<file path="src/rtl/ins_encoder.sv">
// ins_encoder: packs instruction fields into 32-bit words and queues them in a DEPTH-entry FIFO.
// Optional immediate range checking is compiled in when INS_ENCODER_RANGECHK_EN is defined.
module ins_encoder #(
    parameter int unsigned DEPTH = 4,
    parameter int unsigned CNT_W = 16
) (
    input  logic             INS_ENCODER_CLOCK_50,
    input  logic             INS_ENCODER_RESET_InHigh,
    input  logic             INS_ENCODER_Valid_In,
    output logic             INS_ENCODER_Ready_Out,
    input  logic [2:0]       INS_ENCODER_Fmt_InBUS,
    input  logic [6:0]       INS_ENCODER_Opcode_InBUS,
    input  logic [2:0]       INS_ENCODER_Funct3_InBUS,
    input  logic [4:0]       INS_ENCODER_Rd_InBUS,
    input  logic [4:0]       INS_ENCODER_Rs1_InBUS,
    input  logic [4:0]       INS_ENCODER_Rs2_InBUS,
    input  logic [31:0]      INS_ENCODER_Imm_InBUS,
    output logic             INS_ENCODER_Valid_Out,
    input  logic             INS_ENCODER_Ready_In,
    output logic [31:0]      INS_ENCODER_ins_OutBUS,
    output logic             INS_ENCODER_Err_Out,
    input  logic             INS_ENCODER_ErrClr_In,
    output logic [CNT_W-1:0] INS_ENCODER_Count_OutBUS
);

    localparam int unsigned AW = $clog2(DEPTH);
    localparam logic [AW:0] FULL_OCC = (AW+1)'(DEPTH);

    typedef enum logic [2:0] {
        FMT_I = 3'd0,
        FMT_S = 3'd1,
        FMT_B = 3'd2,
        FMT_U = 3'd3,
        FMT_J = 3'd4
    } fmt_e;

    logic [31:0]      mem [DEPTH];
    logic [AW-1:0]    wr_ptr;
    logic [AW-1:0]    rd_ptr;
    logic [AW:0]      occ;
    logic [CNT_W-1:0] cnt;
    logic             err;

    logic [31:0] word;
    logic        fmt_ok;
    logic        accept;
    logic        push;
    logic        pop;
    logic        err_set;

    logic [31:0] imm;
    logic [6:0]  op;
    logic [2:0]  f3;
    logic [4:0]  rd;
    logic [4:0]  rs1;
    logic [4:0]  rs2;

    assign imm = INS_ENCODER_Imm_InBUS;
    assign op  = INS_ENCODER_Opcode_InBUS;
    assign f3  = INS_ENCODER_Funct3_InBUS;
    assign rd  = INS_ENCODER_Rd_InBUS;
    assign rs1 = INS_ENCODER_Rs1_InBUS;
    assign rs2 = INS_ENCODER_Rs2_InBUS;

    always_comb begin
        word   = '0;
        fmt_ok = 1'b1;
        case (INS_ENCODER_Fmt_InBUS)
            FMT_I:   word = {imm[11:0], rs1, f3, rd, op};
            FMT_S:   word = {imm[11:5], rs2, rs1, f3, imm[4:0], op};
            FMT_B:   word = {imm[12], imm[10:5], rs2, rs1, f3, imm[4:1], imm[11], op};
            FMT_U:   word = {imm[31:12], rd, op};
            FMT_J:   word = {imm[20], imm[10:1], imm[11], imm[19:12], rd, op};
            default: fmt_ok = 1'b0;
        endcase
    end

    // Full blocks acceptance outright, even when a pop frees a slot this cycle.
    assign INS_ENCODER_Ready_Out = (occ != FULL_OCC);
    assign INS_ENCODER_Valid_Out = (occ != '0);
    assign accept = INS_ENCODER_Valid_In && INS_ENCODER_Ready_Out && !INS_ENCODER_RESET_InHigh;
    assign push   = accept && fmt_ok;
    assign pop    = INS_ENCODER_Valid_Out && INS_ENCODER_Ready_In;

`ifdef INS_ENCODER_RANGECHK_EN
    logic range_bad;

    // Each range is a signed field width, so checking sign-extension of the upper bits suffices.
    always_comb begin
        range_bad = 1'b0;
        case (INS_ENCODER_Fmt_InBUS)
            FMT_I, FMT_S: range_bad = (imm[31:11] != {21{imm[11]}});
            FMT_B:        range_bad = (imm[31:12] != {20{imm[12]}}) || imm[0];
            FMT_U:        range_bad = (imm[11:0] != '0);
            FMT_J:        range_bad = (imm[31:20] != {12{imm[20]}}) || imm[0];
            default:      range_bad = 1'b0;
        endcase
    end

    assign err_set = accept && (!fmt_ok || range_bad);
`else
    assign err_set = accept && !fmt_ok;
`endif

    always_ff @(posedge INS_ENCODER_CLOCK_50) begin
        if (push) begin
            mem[wr_ptr] <= word;
        end
    end

    always_ff @(posedge INS_ENCODER_CLOCK_50) begin
        if (INS_ENCODER_RESET_InHigh) begin
            wr_ptr <= '0;
            rd_ptr <= '0;
            occ    <= '0;
            cnt    <= '0;
            err    <= 1'b0;
        end else begin
            if (push) begin
                wr_ptr <= wr_ptr + 1'b1;
            end
            if (pop) begin
                rd_ptr <= rd_ptr + 1'b1;
            end
            case ({push, pop})
                2'b10:   occ <= occ + 1'b1;
                2'b01:   occ <= occ - 1'b1;
                default: occ <= occ;
            endcase
            if (push && (cnt != '1)) begin
                cnt <= cnt + 1'b1;
            end
            if (err_set) begin
                err <= 1'b1;
            end else if (INS_ENCODER_ErrClr_In) begin
                err <= 1'b0;
            end
        end
    end

    assign INS_ENCODER_ins_OutBUS   = INS_ENCODER_Valid_Out ? mem[rd_ptr] : '0;
    assign INS_ENCODER_Err_Out      = err;
    assign INS_ENCODER_Count_OutBUS = cnt;

endmodule

</file>
<file path="config.mk">
export PLATFORM = sky130hd
export DESIGN_NAME = ins_encoder
export DESIGN_NICKNAME = d
export VERILOG_FILES = /design/src/rtl/ins_encoder.sv
export SDC_FILE = /design/constraint.sdc
export NUM_CORES = 1
export LEC_CHECK = 0
export CAP_MARGIN = 40
export CORE_ASPECT_RATIO = 1.5
export CORE_MARGIN = 2
export CORE_UTILIZATION = 25
export CTS_CLUSTER_SIZE = 8
export DETAILED_ROUTE_END_ITERATION = 6
export MAX_ROUTING_LAYER = met4
export PLACE_DENSITY = 0.49
export SLEW_MARGIN = 20
export SYNTH_ARGS = -nofsm -noshare
export SYNTH_HDL_FRONTEND = slang
export SYNTH_SLANG_ARGS = --single-unit
</file>
<file path="constraint.sdc">
create_clock -name INS_ENCODER_CLOCK_50 -period 2.85 [get_ports INS_ENCODER_CLOCK_50]
set_input_delay 0.4275 -clock INS_ENCODER_CLOCK_50 [delete_from_list [all_inputs] [get_ports INS_ENCODER_CLOCK_50]]
set_output_delay 0.4275 -clock INS_ENCODER_CLOCK_50 [all_outputs]
set_load 0.01 [all_outputs]
</file>
## Word-level counts from Yosys, hierarchy flattened

Memory sizes are Yosys's and may differ from the RTL's. A register that Yosys moved wholly into a read port is not among the register bits.
Cells that the tools add are included.

- RAM bits: 128
- Register bits: 24
- Memories: 1
- Output and inout bits: 51

- Equal/unequal tests: 8
- Reduce and logical (&&, ||, !) cells: 13
- Add/sub/neg operators: 5
- Mux-type cells: 10

Memory list:

| memory | words | width | read ports | clocked after Yosys merged registers in | wr ports | line | text |
|---|---|---|---|---|---|---|---|
| mem | 4 | 32 | 1 | 1 | 1 | 37 | `logic [31:0] mem [DEPTH];` |

Operators with widths:

| kind | count |
|---|---|
| 32-bit one-hot mux with 5 select lines | 1 |
| 32-bit 2-to-1 mux | 1 |
| 16-bit by 1-bit adder with 16-bit output, second input constant | 1 |
| 16-bit != test, second input constant | 1 |
| 3-bit by 2-bit == test with 1-bit output, second input constant | 2 |
| 1-bit logical AND | 6 |
| 3-bit one-hot mux with 2 select lines | 1 |
| 1-bit 2-to-1 mux | 5 |
| 5-bit OR reduction | 1 |
| 2-bit by 1-bit adder with 2-bit output, second input constant | 2 |
| 2-bit 2-to-1 mux | 2 |
| 2-bit nonzero test | 2 |
| 3-bit by 1-bit adder with 3-bit output, second input constant | 1 |
| 3-bit by 1-bit == test with 1-bit output, second input constant | 1 |
| 3-bit == test, second input constant | 1 |
| 3-bit logical NOT | 1 |
| 3-bit != test, second input constant | 1 |
| 3-bit nonzero test | 1 |
| 3-bit by 1-bit subtractor with 3-bit output, second input constant | 1 |
| 2-bit by 1-bit == test with 1-bit output, second input constant | 1 |
| 2-bit == test, second input constant | 1 |
| 1-bit logical NOT | 2 |

## Logic depth before layout (Yosys ltp)

Gate-level depths: netlist of the first run.

- Depth in word-level cells: 6
- Depth in mapped cells: 11
- Depth with buffers taken out: 8

## Least setup slack after synthesis of the first run

No wires, ideal clock.

- Path type: register -> register
- From: register occ[0]
- To: register occ[2]
- Buffers on the path: 3
- Setup slack: 0.432 ns
- Data arrival time: 2.348 ns
- Required time: 2.780 ns
- Cell stages (with the launch flop): 12
- Path through: dfxtp_1 > or3b_1 > buf_6 > nand4_4 > buf_6 > buf_6 > ha_1 > inv_1 > fa_1 > xor2_1 > or3_1 > a21oi_1

- Cells in the longest elaborated chain, start to end: 6
- Elaborated cells between the ends (all ways): 12
- Those cells by class: add/sub (2); eq/ne (3); mux (1); reduce/logical (6)

Ends and longest elaborated chain:

| what | line | text |
|---|---|---|
| start: declaration | 40 | `logic [AW:0] occ;` |
| start signal: assignment | 126 | `2'b10: occ <= occ + 1'b1;` |
| start signal: assignment | 127 | `2'b01: occ <= occ - 1'b1;` |
| 3-bit != test * | 79 | `assign INS_ENCODER_Ready_Out = (occ != FULL_OCC);` |
| named net INS_ENCODER_Ready_Out | 10 | `output logic INS_ENCODER_Ready_Out,` |
| 1-bit logical AND * (2 in series) | 81 | `assign accept = INS_ENCODER_Valid_In && INS_ENCODER_Ready_Out && !INS_ENCODER_RESET_InHigh;` |
| 1-bit logical AND * | 82 | `assign push = accept && fmt_ok;` |
| 2-bit by 1-bit == test with 1-bit output or 2-bit == test (tied branches) | 125 | `case ({push, pop})` |
| 3-bit one-hot mux with 2 select lines or 2-bit nonzero test (tied branches) | - |  |

The timed path passes the listed nets; every way through them passes the cells marked *.
A chain may end at the register's enable or synchronous reset.

==> summary.txt, run 1 <==
Status
  • Outcome: finished clean

Routing
  • Iter 0 DRT Violations: 211
  • DR pass1 iterations: 4
  • Drt wl/cell: 19.3 um
  • Met1 WL: 7.66 mm
  • Vias/cell: 4.77
  • Routed Antenna Nets: 0
  • WL final: 18.6 mm
  • Top routing layer in use: met4
  • DRC: 0
  • Met2 routed WL: 9.83 mm
  • WL met3: 708 um
  • Vias: 4606

Clocking
  • Clock Path Buffers: 2
  • TritonCTS Buffers: 17
  • Hold bufs inserted after CTS: 0
  • Clock sinks: 154
  • CTS H-tree lvls: 4
  • Worst-path clk slew: 0.06 ns
  • CTS tree: done
  • CTS root buf: clkbuf_16
  • Clk_lat worst skew: 0.42 ns

Global routing
  • Gr usage total: 13.2%
  • Initial antenna violation count: 0
  • First-pass GRT wire length: 28.5 mm
  • Congestion Overflow GR: 0
  • Number of global-route vias before repair: 4929
  • Pin count of the biggest net entering global routing: 34

Power and ir drop
  • Worst VDD drop: 0.000378 V
  • Power per standard cell area: 715 mW/mm2
  • P_leak: 3.04 nW

Worst setup path
  • CP endpoint: INS_ENCODER_ins_OutBUS[0]
  • Worst-path fanout max: 10
  • R2r startpoint: occ[0]
  • Critical Path Max Stage Delay: 0.52 ns
  • Critical path arrival: 2.31 ns
  • Worst R2R Setup Slack: 0.50 ns
  • Setup Crit Path Kind: reg -> out
  • Kind of start point of the critical path: register
  • Worst Path Required: 2.42 ns
  • Slowest-stage cell, CP: mux4_2
  • CP Capture Type: output port
  • Crit path cell chain: buf_6, mux4_2, and2_1, clkdlybuf4s50_1
  • Worst r2r path cells: 8
  • Worst r2r dst: occ[2]

Finish
  • Multi-input logic area: 0.00244 mm2
  • Antenna diode count: 0
  • Fillers: 2703
  • Share of cells above drive strength 1: 18.1%
  • Final Util: 33.6%
  • Sequential cell area: 0.00437 mm2
  • Nets: 679
  • P&R area growth vs syn: 33.4%

Floorplan
  • Std cell rows: 75
  • DIE WIDTH: 141 um
  • Num ports: 116
  • Die area: 0.0294 mm2
  • Core footprint: 0.0278 mm2
  • Starting Density: 25.2%
  • Die Y: 209 um

STA
  • Tightest Pin Transition: 0.761 ns
  • Fin crit share: 96.0%
  • Setup-failing EPs final: 0
  • Pins over their slew limit: 0
  • RSZ-0062 raised after global routing: no
  • Fin Clk Skew: 0.00897 ns
  • Worst slew margin: 49.1%
  • Final hold vios: 0
  • Fmax: 365 MHz
  • Final setup TNS: 0 ns
  • Tmin final: 2.74 ns

Logic synthesis
  • Share of the synthesized area in the top cell type: 54.9%
  • Synth Register Bits: 154
  • Main synth FF type: edfxtp_1
  • Dominant cell type by area after synthesis: edfxtp_1
  • Synthesized Nets: 551
  • Synth Instances: 479
  • Most frequent cell after synthesis: edfxtp_1
  • Syn Area/Cell: 14.6 um2
  • Sequential area share after synthesis: 62.3%
  • Most instantiated cells after synthesis: edfxtp_1 (128), and2_1 (42), mux4_2 (32)
  • Post-Synthesis Cell Area: 0.00700 mm2
  • Yosys cell types: 50
  • Asr flop ratio synth: 0%
  • Top post-synthesis cells by area: edfxtp_1 (55%), mux4_2 (10%), dfxtp_1 (7.4%)
  • Post-synth EDFFs: 128
  • Synth warn: 0

Flow run
  • MaxCap Viol Count: 0

Worst hold path
  • Hold Path Origin: INS_ENCODER_Err_Out
  • Worst min path class: reg -> reg

Placement
  • Gpl congestion: 0.842
  • Hpwl dp: 13.1 mm
  • IO buf count: 115
-- per-stage QoR --
step | instances | area [um2] | setup WS [ns] | hold slack [ns] | power, mW
floorplan | 479 | 7000 | 0.432 | 0.461 | 3.55
global placement | 934 | 8710 | 0.248 | 0.481 | 4.40
detailed placement | 934 | 8710 | 0.239 | 0.491 | 4.41
CTS | 965 | 9340 | 0.0548 | 0.503 | 6.79
global route | 965 | 9340 | 0.00452 | 0.538 | 6.97
finish | 965 | 9340 | 0.114 | 0.501 | 6.68
-- placed cells by master (no fill, tap or decap), drive strengths merged, types with 2 or more instances in the layout --
| master | instances |
|---|---|
| clkbuf | 18 |
| a22oi | 10 |
| nand2 | 19 |
| o22ai | 8 |
| and3 | 7 |
| buf | 27 |
| o311ai | 3 |
| clkinv | 5 |
| or3 | 5 |
| o21ai | 16 |
| xnor2 | 2 |
| o41ai | 2 |
| nand3 | 7 |
| nand4 | 9 |
| inv | 11 |
| mux2 | 10 |
| a22o | 6 |
| nor2b | 20 |
| nor2 | 11 |
| clkdlybuf4s50 | 115 |
| mux4 | 32 |
| clkinvlp | 2 |
| ha | 6 |
| and4 | 2 |
| a21oi | 30 |
| o21a | 3 |
| dfxtp | 26 |
| edfxtp | 128 |
| and2 | 42 |
| xor2 | 3 |
| or4 | 8 |
| o31ai | 6 |
| nor4 | 4 |
| mux2i | 3 |
| bufinv | 4 |
-- state kept, by name, indices dropped and copies added, names as in the netlist, named ones only --
signal / cells
INS_ENCODER_Err_Out: 1
mem: 128
occ: 3
rd_ptr: 2
INS_ENCODER_Count_OutBUS: 16
wr_ptr: 2
-- worst max-delay path: cells and delay by family (launching register included) --
family | cells | cell delay (ns)
buffers and inverters | 2 | 0.74
multiplexers | 1 | 0.52
flip-flops | 1 | 0.45
AND/OR/NAND/NOR | 1 | 0.18
-- worst min path at each step --
stage,slack (ns),end,cells past startpoint
2_1_floorplan,0.46,occ[2],2
3_3_place_gp,0.48,INS_ENCODER_Err_Out,2
3_5_place_dp,0.49,INS_ENCODER_Err_Out,2
4_1_cts,0.50,occ[2],2
5_1_grt,0.54,wr_ptr[1],2
6_report,0.50,INS_ENCODER_Err_Out,2
-- cell type report --
type	instances	share of cell area, %
Clock buffer	18	4.59
Clock inverter	13	2.06
Inverter	9	0.362
Multi-Input combinational cell	283	26.1
Sequential cell	154	46.8
Tap cell	346	4.63
Timing Repair Buffer	142	15.5
-- power breakdown --
group          total, mW  internal, mW  switching (mW)
logic               1.71         0.940           0.768
registers           2.61          2.54          0.0700
clock network       2.36          1.47           0.888
total               6.68          4.95            1.73
-- routing by layer --
metal	up-vias	global-route usage [%]
met5	-	-
met4	0	4.86
met3	18	2.66
met2	114	23.0
met1	2353	15.1
li1	2121	-
-- cells by family after synthesis --
group | Yosys count | share of synthesized area [%]
flip-flops | 154 | 62.3
AND/OR/NAND/NOR | 137 | 12.0
AO/OA/AOI/OAI | 89 | 8.45
XOR/XNOR | 5 | 0.625
adder cells (fa/ha/maj) | 7 | 1.36
buffers and inverters | 42 | 2.95
multiplexers | 45 | 12.3
-- what timing repair did --
item / 4_1_cts / 5_1_grt
buffers inserted: 0 / 0
endpoints found under the setup margin: 14 / 0
hold endpoints to repair: 0 / 0
gates resized for setup: 2 / 0
No activity file was read; power rests on OpenSTA's default activity.
==> run 2: changes to the inputs <==
- SLEW_MARGIN: 20 -> 30
==> results of run 2 <==
Final layout, timing and power as in run 1 (identical DEF).
